**src/rtl/fetch_ctrl_pkg.sv**
```systemverilog
// fetch_ctrl_pkg: shared widths, fetch FSM encodings and reset constants
package fetch_ctrl_pkg;
  localparam int InstAddrBus = 32;
  localparam int InstBus = 32;
  localparam logic [1:0] FETCH_IDLE = 2'd0;
  localparam logic [1:0] FETCH_REQ = 2'd1;
  localparam logic [1:0] FETCH_WAIT = 2'd2;
  localparam logic [1:0] FETCH_OUT = 2'd3;
  localparam logic [InstAddrBus-1:0] DEFAULT_RESET_PC = 32'h0000_0000;
  localparam logic RST_ENABLE = 1'b0;
endpackage

```
**src/rtl/fetch_ctrl_pc_next_sel.sv**
```systemverilog
// pc_next_sel: next fetch PC, flush over branch over sequential, word aligned
module pc_next_sel
  import fetch_ctrl_pkg::*;
(
  input  logic                   flush,
  input  logic [InstAddrBus-1:0] flush_pc,
  input  logic                   branch_flag,
  input  logic [InstAddrBus-1:0] branch_target,
  input  logic [InstAddrBus-1:0] pc,
  output logic                   redirect,
  output logic [InstAddrBus-1:0] nxt
);
  // redirect targets drop their low bits; the sequential path is already aligned
  always_comb begin
    redirect = flush | branch_flag;
    nxt = flush ? {flush_pc[InstAddrBus-1:2], 2'b00}
        : branch_flag ? {branch_target[InstAddrBus-1:2], 2'b00}
        : pc + 32'd4;
  end
endmodule

```
**src/rtl/fetch_ctrl.sv**
```systemverilog
// fetch_ctrl: instruction-fetch sequencer with one outstanding request
module fetch_ctrl
  import fetch_ctrl_pkg::*;
#(
  parameter logic [InstAddrBus-1:0] RESET_PC = DEFAULT_RESET_PC
) (
  input  logic                   clk,
  input  logic                   rst,
  input  logic                   stall,
  input  logic                   flush,
  input  logic [InstAddrBus-1:0] flush_pc,
  input  logic                   branch_flag,
  input  logic [InstAddrBus-1:0] branch_target,
  output logic                   inst_req,
  output logic [InstAddrBus-1:0] inst_addr,
  input  logic                   inst_addr_ok,
  input  logic                   inst_data_ok,
  input  logic [InstBus-1:0]     inst_rdata,
  output logic [InstAddrBus-1:0] pc,
  output logic                   if_valid,
  output logic [InstAddrBus-1:0] if_pc,
  output logic [InstBus-1:0]     if_inst
);
  logic [1:0] state;
  logic discard;
  logic redirect;
  logic [InstAddrBus-1:0] nxt;

  pc_next_sel u_sel (
    .flush(flush),
    .flush_pc(flush_pc),
    .branch_flag(branch_flag),
    .branch_target(branch_target),
    .pc(pc),
    .redirect(redirect),
    .nxt(nxt)
  );

  assign inst_req = state == FETCH_REQ;
  assign inst_addr = pc;

  // fetch FSM; discard marks an in-flight response made stale by a redirect
  always_ff @(posedge clk) begin
    if (rst == RST_ENABLE) begin
      state <= FETCH_IDLE;
      pc <= RESET_PC;
      discard <= 1'b0;
      if_valid <= 1'b0;
      if_pc <= '0;
      if_inst <= '0;
    end else begin
      case (state)
        FETCH_IDLE: begin
          state <= FETCH_REQ;
          if (redirect) pc <= nxt;
        end
        FETCH_REQ: begin
          if (redirect) pc <= nxt;
          if (inst_addr_ok) begin
            state <= FETCH_WAIT;
            discard <= redirect;
          end
        end
        FETCH_WAIT: begin
          if (inst_data_ok) begin
            discard <= 1'b0;
            if (redirect) begin
              pc <= nxt;
              state <= FETCH_REQ;
            end else if (discard) begin
              state <= FETCH_REQ;
            end else begin
              if_pc <= pc;
              if_inst <= inst_rdata;
              if_valid <= 1'b1;
              state <= FETCH_OUT;
            end
          end else if (redirect) begin
            pc <= nxt;
            discard <= 1'b1;
          end
        end
        FETCH_OUT: begin
          if (redirect | ~stall) begin
            pc <= nxt;
            if_valid <= 1'b0;
            state <= FETCH_REQ;
          end
        end
      endcase
    end
  end
endmodule

```
**config.mk**
```make
export PLATFORM = sky130hd
export DESIGN_NAME = fetch_ctrl
export DESIGN_NICKNAME = d
export VERILOG_FILES = /design/src/rtl/fetch_ctrl_pkg.sv /design/src/rtl/fetch_ctrl_pc_next_sel.sv /design/src/rtl/fetch_ctrl.sv
export SDC_FILE = /design/constraint.sdc
export NUM_CORES = 1
export LEC_CHECK = 0
export ABC_AREA = 1
export ABC_CLOCK_PERIOD_IN_PS = 2100
export BUFFER_PORTS_ARGS = -buffer_cell sky130_fd_sc_hd__buf_2
export CORE_UTILIZATION = 48
export CTS_BUF_LIST = sky130_fd_sc_hd__clkbuf_16
export DETAILED_ROUTE_END_ITERATION = 8
export PLACE_DENSITY_LB_ADDON = 0.12
export SETUP_SLACK_MARGIN = 0.3
export SYNTH_ARGS = -nofsm -noshare
export SYNTH_HDL_FRONTEND = slang
export SYNTH_SLANG_ARGS = --single-unit
```
**constraint.sdc**
```tcl
create_clock -name clk -period 2.1 [get_ports clk]
set_input_delay 0.105 -clock clk [delete_from_list [all_inputs] [get_ports clk]]
set_output_delay 0.105 -clock clk [all_outputs]
set_load 0.02 [all_outputs]
```
======== Yosys cells after proc, flatten, opt, wreduce, memory -nomap -nowiden ========
Cells that the tools add are included.
operators by class
  $add $sub $neg .......................... 1
  equal/unequal tests ..................... 10
  mux-type cells .......................... 20
  bitwise gates (word level) .............. 5
  reduce and logical (&&, ||, !) cells .... 9
operators by type and width
  kind                     count
  $mux W32                 4
  $pmux W32 S2             1
  $add A32 B3 Y32 const B  1
  $mux W2                  5
  $ne A2 B2 Y1 const B     4
  $pmux W2 S4              1
  $mux W1                  7
  $reduce_and A3 Y1        2
  $reduce_and A5 Y1        1
  $eq A2 B2 Y1 const B     2
  $ne A2 B1 Y1 const B     2
  $pmux W1 S2              2
  $reduce_and A4 Y1        1
  $reduce_bool A2 Y1       2
  $ne A3 B3 Y1 const B     1
  $not A1 Y1               3
  $reduce_or A3 Y1         1
  $eq A2 B1 Y1 const B     1
  $logic_not A2 Y1         1
  $or A1 B1 Y1             2
  $reduce_and A2 Y1        1
word-level totals
  register bits after elaboration ......... 100
  input port bits ......................... 103
  output and inout port bits .............. 130
  word-level logic and storage cells ...... 51

======== Longest topological paths before layout ========
Gate-level depths: netlist of run 1.
  depth after elaboration ................. 5
  gate-level depth with buffers ........... 10
  gate-level depth less buffers ........... 10

======== Cells and area by module ========
From an unflattened synthesis of run 1, not the netlist that was laid out.
unflattened totals
  cells, all modules ...................... 863
  area, all modules ....................... 5480.3 um^2
modules (own cells, without submodules)
  module       instances  cells each  area an instance (um^2)  sequential area each (um^2)
  fetch_ctrl   1          500         3907.5                   2001.9
  pc_next_sel  1          363         1572.8                   0.0

======== Worst setup path after synthesis of run 1 ========
Ideal clock, no wire load.
  path type ............................... flip-flop to flip-flop
  start point ............................. register pc[3], in the netlist inst_addr[3]
  end point ............................... register pc[28], in the netlist inst_addr[28]
  library setup time ...................... 0.120 ns
  arrival ................................. 1.499 ns
  data required time ...................... 1.980 ns
  path slack .............................. 0.481 ns
  stages on the path, launching flop included .. 11
  buffers on the path ..................... 0
  clock period less this slack ............ 1.619 ns
  cells stage by stage .................... dfxtp_1 -> ha_1 -> nand2_2 -> nor2_4 -> nand2_2 -> nor2_2 -> nand2_1 -> nand2_1 -> nand3_1 -> nand2_1 -> a21oi_1
on the way
  longest elaborated chain between the ends .. 5
  elaborated cells on any way between the ends .. 6
  those cells by class .................... add/sub: 1; mux: 5
RTL lines
  element                             line                          text
  from (decl)                         fetch_ctrl.sv:19              output logic [InstAddrBus-1:0] pc,
  from (signal assigned)              fetch_ctrl.sv:55              if (redirect) pc <= nxt;
  from (signal assigned)              fetch_ctrl.sv:58              if (redirect) pc <= nxt;
  from (signal assigned)              fetch_ctrl.sv:68              pc <= nxt;
  $add A32 B3 Y32 (*)                 fetch_ctrl_pc_next_sel.sv:18  : pc + 32'd4;
  $mux W32 (*)                        fetch_ctrl_pc_next_sel.sv:17  : branch_flag ? {branch_target[InstAddrBus-1:2], 2'b00}
  $mux W32 (*)                        fetch_ctrl_pc_next_sel.sv:16  nxt = flush ? {flush_pc[InstAddrBus-1:2], 2'b00}
  $mux W32, on equally long branches  n/a
  $pmux W32 S2 (*)                    fetch_ctrl.sv:52              case (state)
Every way passes the cells marked *; elsewhere a longest branch is shown, timed or not. The select of a mux whose other input is x is not followed.
A chain may end at the register's enable or synchronous reset.

======== Worst setup path in the final report of run 1 ========
  start point ............................. register pc[15], in the netlist inst_addr[15]
  end point ............................... register pc[28], in the netlist inst_addr[28]
Same word-level chain as after synthesis.

==> run_results.csv, run 1 <==
group,metric,value,unit
run_status,status,"finished clean",
power_and_ir_drop,vdd.ir_drop.worst,0.433,mV
yosys,synth_cells,800,
yosys,async_flop_share,0,%
clock_tree,cts_resized,0,
clock_tree,insertion_delay,0.34,ns
timing,worst_clock_skew,0.00868,ns
routing,dr.pass1.iters,5,
run,cap_violations,0,
floorplanning,num_io_pins,233,
yosys,synth_seq_area_share,36.6,%
clock_tree,htree_levels,3,
cells_and_area,final_common_cell,"buf_2",
cells_and_area,diodes,0,
clock_tree,clkTransAtPathRegs,0.08,ns
critical_path,path_max_fanout,8,
place,gp_congestion,0.889,
clock_tree,cts_buffers,9,
critical_path,critPathBufInv,0,
cells_and_area,drive_gt1_share,28.9,%
yosys,synth_warnings,0,
critical_path,critPathArrivalTime,1.89,ns
grt,grt-ovfl-total,0,
yosys,synth_seq_cells,96,
critical_path,slowest_delay,0.52,ns
timing,max_freq,604,MHz
critical_path,worstPathRequired,2.33,ns
critical_path,critPathMostFrequentCell,"nand2_1",
routing,drc_errors,0,
place,dp.cells,1097,
floorplanning,start_util,50.2,%
clock_tree,tritoncts,"built",
yosys,yosys.area.top_type,"dfxtp_1",
clock_tree,cts.sinks,96,
critical_path,crit_path_end_kind,"register",
floorplanning,dieArea,11400,sq um
clock_tree,root_buffer,"clkbuf_16",
place,io_buffers,222,
cells_and_area,area_delta_synth_final,24.2,%
critical_path,slowest_stage,"dfxtp_1",
clock_tree,cts_hold_buf,0,
grt,antenna_found_initial,0,
clock_tree,cts_setup_buffers,0,
clock_tree,cts_max_path_buffers,2,
routing,drt-initial-drc-count,360,
critical_path,critical_path_class,"reg2reg",
yosys,synth.distinct_cells,38,
min_path,hold_class,"in2reg",
grt,grt_pass1_vias,5343,
routing,ant_nets,0,
cells_and_area,nets,1079,
critical_path,cp-start-kind,"register",
timing,rsz0062_at_grt,"false",
timing,timing.final.crit_period,1.65,ns
floorplanning,dieHeight,107,microns
cells_and_area,final_cells,1113,
yosys,synth_flop_cell,"dfxtp_1",
floorplanning,core_area,10500,sq um
routing,vias,5818,
floorplanning,rows,37,
critical_path,rrSetupSlack,0.45,ns
grt,grt_usage,28.0,%
timing,hold_viol_final,0,
timing,final-setup-viol-count,0,
floorplanning,die_x,107,microns
timing,slew_viol_final,0,
timing,period_share,78.8,%
power_and_ir_drop,leakage,2.96,nW
routing,wl_per_cell,14.3,microns
yosys,synth_area,5250,sq um
place,dp_hpwl,11.3,mm
critical_path,path_delay_family,"simple AND/OR/NAND/NOR gates",
grt,grt_pass1_wl,25.7,mm
power_and_ir_drop,power_density,682,nW/um^2
yosys,synth_edf_count,0,
routing,routed_wl,15.9,mm
critical_path,critical_path.cell_chain,"nand2_1 > nor2_1 > nand2_1 > nor2_1 > nand2_1 > nand2_1 > nand3_1 > nand2_1 > a21oi_1",
routing,vias_per_cell,5.23,
cells_and_area,final_cell_mix,"buf_2, nand2_1, a21oi_1, nand3_1, dfxtp_1",
yosys,synth_top_area_share,36.6,%
yosys,synth_area_per_cell,6.56,sq um
grt,grt_max_degree,44,
yosys,synthTopCellsByArea,"dfxtp_1, nand2_1, a21oi_1",
timing,tns,0,ns
[final cells by class]
| class | instances | area, sq um |
|---|---|---|
| sequential | 96 | 1930 |
| inverter | 41 | 154 |
| multi-input combinational | 585 | 2720 |
| clock buffer | 9 | 225 |
| fill | 1071 | 3940 |
| tap | 136 | 170 |
| timing repair buffer | 239 | 1260 |
| clock inverter | 7 | 60.1 |
[synth_stat cells, types with 2 or more instances]
library cell  number
inv_2              2
ha_1               4
buf_4             43
or2_0              2
nor2_1            70
a21oi_1          121
nor3_1             3
nand4_1            3
clkbuf_1          27
o211ai_1           3
inv_1             39
o21bai_1           3
buf_1              2
xnor2_1            2
nand2_2            4
nand2_1          203
o21ai_0           40
nand3_1           98
xor2_1             2
buf_2             11
nor2_4             2
nor2_2             5
dfxtp_1           96
[registers in the layout, indices dropped and copies added (netlist names)]
| name | flops |
|---|---|
| discard | 1 |
| if_pc | 30 |
| inst_addr | 30 |
| state | 2 |
| if_valid | 1 |
| if_inst | 32 |
[worst min-delay path, cell delays in order]
cell,delay (ns)
buf_2,0.10
nand3_1,0.07
a21oi_1,0.06
[cells by family (layout without fill, tap and decap cells)]
logic type               after synthesis  count (layout)  synth area share (%)
XOR/XNOR                               4               4                 0.667
buffers and inverters                124             296                  12.2
AND/OR/NAND/NOR                      397             397                  32.3
AO/OA/AOI/OAI                        174             174                  17.2
adder cells (fa/ha/maj)                4               4                 0.953
flip-flops                            96              96                  36.6
other                                  1               6                0.0714
[power by group]
group	leakage [nW]	internal, mW	switching (mW)	total, mW
registers	0.784	1.90	0.131	2.03
logic	2.03	0.298	0.521	0.819
clock network	0.138	0.828	0.776	1.60
total	2.96	3.02	1.43	4.45
[stage by stage]
| stage | setup WS [ns] | total power, mW | cell area [sq um] | hold WS (ns) | util (%) |
|---|---|---|---|---|---|
| after floorplan | 0.481 | 2.61 | 5270 | 0.269 | - |
| after global placement | 0.416 | 2.87 | 6210 | 0.380 | 59.4 |
| after detailed placement | 0.342 | 2.88 | 6210 | 0.382 | 59.4 |
| after CTS | 0.331 | 4.47 | 6500 | 0.0197 | 62.1 |
| after global routing | 0.312 | 4.65 | 6520 | 0.0239 | 62.3 |
| final | 0.446 | 4.45 | 6520 | 0.0314 | 62.3 |
[worst paths after layout]
check | startpoint | endpoint | cells after the start
worst max register to register | inst_addr[15] | inst_addr[28] | 9
worst min-delay path | inst_rdata[8] | if_inst[8] | 3
worst max-delay path | inst_addr[15] | inst_addr[28] | 9
worst min register to register | if_pc[13] | if_pc[13] | 2
[per-layer routing]
| metal | up-vias | GRT usage [%] | share of wire (%) |
|---|---|---|---|
| met1 | 2661 | 36.2 | 45 |
| met5 | - | 0 | 0 |
| met4 | 0 | 7.24 | 1.1 |
| li1 | 2935 | - | - |
| met2 | 205 | 48.1 | 47 |
| met3 | 17 | 5.05 | 6.8 |
Note: power is estimated with default switching activity, not from simulation.
==> inputs of run 2 (changes only) <==
Settings changed: ABC_CLOCK_PERIOD_IN_PS 2100 to 1400, CORE_UTILIZATION 48 to 43.
Clock period 2.1 ns to 1.4 ns, I/O delays scaled along.
==> run_results.csv, run 2 (same netlist as run 1, synthesis figures left out) <==
group,metric,value,unit
cells_and_area,regMostFlops,"if_inst",
clock_tree,insertion_delay,0.36,ns
timing,timing.final.crit_period,1.58,ns
critical_path,cp-start-kind,"register",
cells_and_area,final_cell_mix,"buf_2, nand2_1, nand3_1, a21oi_1, dfxtp_1",
floorplanning,rows,39,
run_status,violations,"hold timing, setup timing",
place,dp.cells,1139,
clock_tree,cts_buffers,9,
timing,hold_viol_final,1,
clock_tree,cts.sinks,96,
timing,final-setup-viol-count,92,
routing,routed_wl,22.0,mm
cells_and_area,largest_reg_flops,32,
power_and_ir_drop,vdd.ir_drop.worst,0.973,mV
timing,worst_clock_skew,0.00715,ns
floorplanning,dieArea,12700,sq um
cells_and_area,nets,1205,
cells_and_area,diodes,0,
grt,grt_usage,29.7,%
timing,period_share,113,%
timing,slew_viol_final,0,
routing,dr.pass1.iters,5,
critical_path,critPathArrivalTime,1.87,ns
routing,drt-initial-drc-count,563,
clock_tree,clkTransAtPathRegs,0.07,ns
routing,vias_per_cell,5.37,
timing,rsz0062_at_grt,"true",
clock_tree,root_buffer,"clkbuf_16",
run_status,status,"finished with violations",
floorplanning,dieHeight,113,microns
cells_and_area,area_delta_synth_final,75.1,%
grt,grt_pass1_wl,29.7,mm
grt,grt_pass1_vias,6019,
critical_path,crit_path_end_kind,"register",
cells_and_area,final_common_cell,"buf_2",
cells_and_area,final_cells,1246,
min_path,hold_class,"in2reg",
routing,vias,6692,
power_and_ir_drop,power_density,853,nW/um^2
place,dp_hpwl,12.0,mm
cells_and_area,drive_gt1_share,49.8,%
critical_path,critPathLaunch,"state[0]",
place,dp_worst_setup_slack,-0.0527,ns
critical_path,critical_path_class,"reg2reg",
clock_tree,htree_levels,3,
power_and_ir_drop,leakage,3.94,nW
floorplanning,start_util,45.0,%
routing,ant_nets,0,
critical_path,worstPathRequired,1.69,ns
floorplanning,num_io_pins,233,
timing,setup_ws,-0.179,ns
critical_path,path_max_fanout,5,
grt,grt_max_degree,50,
grt,antenna_found_initial,0,
timing,max_freq,633,MHz
floorplanning,die_x,113,microns
clock_tree,tritoncts,"built",
min_path,hold_path.startpoint,"flush_pc[13]",
grt,grt-ovfl-total,0,
critical_path,r2r_start,"state[0]",
timing,hold_ws,-0.00138,ns
routing,wl_per_cell,17.7,microns
clock_tree,cts_max_path_buffers,2,
place,io_buffers,222,
routing,drc_errors,0,
place,gp_congestion,0.855,
run,cap_violations,0,
floorplanning,core_area,11700,sq um
[run 2: worst paths after layout]
| check | endpoint | slack (ns) | depth (start not counted) |
|---|---|---|---|
| hold / removal | inst_addr[13] | -0.001 | 3 |
| setup / recovery | if_valid | -0.18 | 9 |
| setup reg to reg | if_valid | -0.18 | 9 |
| hold reg to reg | if_inst[4] | 0.46 | 2 |
[run 2: layout make-up]
class | instances | area [sq um]
multi-input cells | 585 | 3590
repair buffers | 364 | 2870
fillers | 817 | 2470
flip-flops and latches | 96 | 2020
clock buffers | 9 | 225
inverters | 41 | 193
well taps | 143 | 179
clock inverters | 7 | 93.8
repair inverters | 1 | 20.0
[run 2: timing repair]
item                                   in CTS  in global routing
gates cloned                                3                  9
endpoints found under the hold margin      56                  0
buffers inserted                           13                  9
setup endpoints to repair                 119                126
pin swaps                                  40                 54
hold buffers                               57                  0
resized for setup                         109                199
[run 2: power breakdown]
| part | internal, mW | leakage [nW] | switching, mW |
|---|---|---|---|
| clock | 1.57 | 0.152 | 1.13 |
| sequential | 2.85 | 0.798 | 0.171 |
| combinational | 0.978 | 2.99 | 1.14 |
| total | 5.39 | 3.94 | 2.44 |
[run 2: metrics by stage]
stage | area (sq um) | utilization, % | power [mW] | TNS (ns)
2_1_floorplan | 5670 | - | 4.05 | 0
3_3_place_gp | 6840 | 58.6 | 4.54 | -0.172
3_5_place_dp | 6840 | 58.6 | 4.54 | -0.738
4_1_cts | 8240 | 70.7 | 7.56 | -0.0901
5_1_grt | 9190 | 78.8 | 8.11 | -11.98
6_report | 9190 | 78.8 | 7.84 | -7.44
[run 2: metal layers]
layer  track usage [%]  wire [microns]  vias to the layer above
li1                  -               -                     3216
met1              36.9            9120                     3112
met2              50.9           10800                      325
met3              6.97            1610                       39
met4              8.89             512                        0
met5                 0               0                        -
[run 2: critical path: stages, from the launching register on]
cell	delay [ns]
dfxtp_4	0.36
inv_4	0.06
ha_4	0.14
inv_4	0.04
nor3_4	0.18
buf_6	0.20
buf_6	0.13
o21ai_2	0.06
or2_1	0.22
a21oi_1	0.12
==> inputs of run 3 (changes only) <==
Settings changed: ABC_AREA 1 to not set, BUFFER_PORTS_ARGS -buffer_cell sky130_fd_sc_hd__buf_2 to -buffer_cell sky130_fd_sc_hd__clkbuf_2, CORE_UTILIZATION 43 to 42.
==> run_results.csv, run 3 <==
group,metric,value,unit
run_status,status,"finished with violations",
run_status,violations,"setup timing",
grt,antenna_found_initial,1,
timing,timing.final.crit_period,1.97,ns
timing,slew_viol_final,0,
critical_path,critical_path.cell_chain,"ha_4 > nand3_4 > or3_4 > or4_4 > and4bb_1 > a211oi_2",
yosys,synth_cells,617,
place,dp.cells,998,
floorplanning,core_area,10900,sq um
clock_tree,insertion_delay,0.36,ns
critical_path,rr_endpoint,"inst_addr[30]",
cells_and_area,drive_gt1_share,67.4,%
floorplanning,rows,38,
critical_path,worstPathRequired,1.64,ns
clock_tree,htree_levels,3,
critical_path,path_max_fanout,2,
power_and_ir_drop,combPwrFrac,24.0,%
place,dp_hpwl,11.7,mm
yosys,yosys.area.top_type,"dfxtp_1",
clock_tree,cts.sinks,96,
timing,rsz0062_at_grt,"true",
grt,grt_pass1_wl,30.6,mm
yosys,synth_area,4740,sq um
yosys,synthTopCellsByArea,"dfxtp_1, nand2_1, a21oi_1",
critical_path,cp-start-kind,"register",
routing,wl_per_cell,23.4,microns
yosys,synth_warnings,0,
routing,vias_per_cell,5.96,
critical_path,crit_path_end_kind,"register",
cells_and_area,fillers,453,
yosys,synth_edf_count,0,
clock_tree,cts_max_path_buffers,2,
power_and_ir_drop,p_clk_share,35.2,%
yosys,synth_top_area_share,40.6,%
critical_path,cp-endpoint,"inst_addr[30]",
floorplanning,dieHeight,108,microns
min_path,hold_class,"in2reg",
grt,grt-ovfl-total,0,
routing,vias,6645,
routing,dr.pass1.iters,6,
critical_path,critPathLaunch,"inst_addr[2]",
yosys,synth_flop_cell,"dfxtp_1",
timing,period_share,141,%
routing,drt-initial-drc-count,608,
critical_path,path_delay_family,"simple AND/OR/NAND/NOR gates",
floorplanning,die_x,108,microns
timing,tns,-28.01,ns
cells_and_area,nets,1075,
grt,grt_max_degree,51,
timing,setup_ws,-0.569,ns
yosys,synth_area_per_cell,7.68,sq um
power_and_ir_drop,p_switching,2.19,mW
critical_path,crit_cells,6,
cells_and_area,regMostFlops,"if_inst",
routing,drc_errors,0,
timing,maxSlewHeadroom,65.4,%
yosys,ys_top_cells_by_count,"nand2_1, dfxtp_1, a21oi_1",
critical_path,rrSetupSlack,-0.57,ns
timing,max_freq,508,MHz
critical_path,critPathArrivalTime,2.21,ns
place,io_buffers,222,
critical_path,critPathBufInv,0,
floorplanning,dieArea,11700,sq um
cells_and_area,final_cell_mix,"clkbuf_2, nand2_4, buf_4, dfxtp_1, a21oi_2",
floorplanning,num_io_pins,233,
critical_path,r2r_start,"inst_addr[2]",
cells_and_area,largest_reg_flops,32,
timing,final-setup-viol-count,97,
critical_path,critical_path_class,"reg2reg",
cells_and_area,final_cells,1114,
power_and_ir_drop,sw_frac_of_total,31.0,%
routing,ant_nets,0,
clock_tree,cts_buffers,9,
yosys,async_flop_share,0,%
routing,routed_wl,26.0,mm
critical_path,slowest_delay,0.45,ns
critical_path,r2r_cells,6,
run,cap_violations,0,
timing,hold_viol_final,0,
place,gp_congestion,0.864,
power_and_ir_drop,vdd.ir_drop.worst,0.752,mV
power_and_ir_drop,power_density,712,nW/um^2
timing,worst_clock_skew,0.0119,ns
yosys,synth_seq_area_share,40.6,%
clock_tree,root_buffer,"clkbuf_16",
power_and_ir_drop,p_seq_share,40.7,%
cells_and_area,area_delta_synth_final,109,%
power_and_ir_drop,leakage,4.50,nW
timing,tightest_slew,0.519,ns
grt,grt_usage,34.6,%
yosys,synth.distinct_cells,55,
clock_tree,tritoncts,"built",
yosys,synth_seq_cells,96,
critical_path,slowest_stage,"or4_4",
cells_and_area,final_common_cell,"clkbuf_2",
clock_tree,clkTransAtPathRegs,0.08,ns
yosys,synth_most_common_cell,"nand2_1",
power_and_ir_drop,p_int,4.87,mW
grt,grt_pass1_vias,5905,
floorplanning,start_util,43.3,%
run 3: cell types whose count changed after synthesis, moves of 7 or more:
cell / change
nand3_1: -86
nor2_1: -53
nand2_1: -48
a21oi_1: -36
inv_1: -26
o21ai_0: -18
xnor2_1: +15
nor4_1: +12
a22oi_1: +8
o211ai_1: +8
buf_4: -7
run 3: routing by layer:
metal,GRT usage (%),wire (microns)
met1,42.0,9270
met2,58.6,12900
met3,5.30,2200
met4,19.0,1670
met5,0,0
run 3: tightest hold or removal path, cell delays in order:
cell and delay (ns):
clkbuf_2 0.08, a22oi_1 0.07, a21oi_1 0.12
run 3: area by class of cell:
| cell class | count | area [sq um] | area share [%] |
|---|---|---|---|
| multi-input combinational | 435 | 3830 | 38.6 |
| sequential | 96 | 2000 | 20.2 |
| antenna | 1 | 2.50 | 0.0252 |
| clock inverter | 6 | 32.5 | 0.328 |
| inverter | 14 | 57.6 | 0.580 |
| timing repair buffer | 412 | 3570 | 36.0 |
| clock buffer | 10 | 250 | 2.52 |
| tap | 140 | 175 | 1.77 |
run 3: power groups by stage:
stage,registers [mW],clock network [mW],logic (mW)
floorplan,3.06,0,0.548
global placement,2.91,0,1.14
detailed placement,2.92,0,1.15
CTS,2.86,2.44,1.43
global route,2.88,2.57,1.76
finish,2.88,2.49,1.70
run 3: kinds of logic (layout without fill, tap and decap cells):
group	Yosys count	in the layout	share of synthesized area [%]
simple gates	237	237	22.4
compound gates	166	166	21.3
flops	96	96	40.6
buf+inv	91	442	10.4
xor+xnor	19	19	3.51
fa+ha+maj	4	4	1.06
mux	3	3	0.634
other cells	1	7	0.0791
run 3: repair_timing:
action / CTS / global route
pin swaps: 105 / 114
buffers inserted: 26 / 15
hold buffers: 43 / 0
gates cloned: 13 / 2
endpoints found under the hold margin: 42 / 0
endpoints found under the setup margin: 111 / 138
resized for setup: 220 / 265
run 3: stage by stage:
step                      hold WS [ns]  util, %  total power [mW]  setup slack (ns)  instance area [sq um]
after floorplan                  0.203        -              3.60            -0.575                   5190
after global placement           0.293     61.2              4.05            -0.491                   6690
after detailed placement         0.302     61.2              4.07            -0.506                   6690
after CTS                     0.000439     81.1              6.73            -0.501                   8870
after global routing            0.0312     90.7              7.22            -0.576                   9920
final                           0.0158     90.7              7.06            -0.569                   9920
run 3: worst min-delay path by stage:
stage	start	endpoint	slack, ns	cells after the start
after floorplan	flush_pc[10]	inst_addr[10]	0.20	2
after global placement	inst_rdata[13]	if_inst[13]	0.29	3
after detailed placement	inst_rdata[14]	if_inst[14]	0.30	3
after CTS	flush_pc[7]	inst_addr[7]	0.0004	3
after global routing	branch_target[20]	inst_addr[20]	0.03	3
final	branch_target[20]	inst_addr[20]	0.02	3
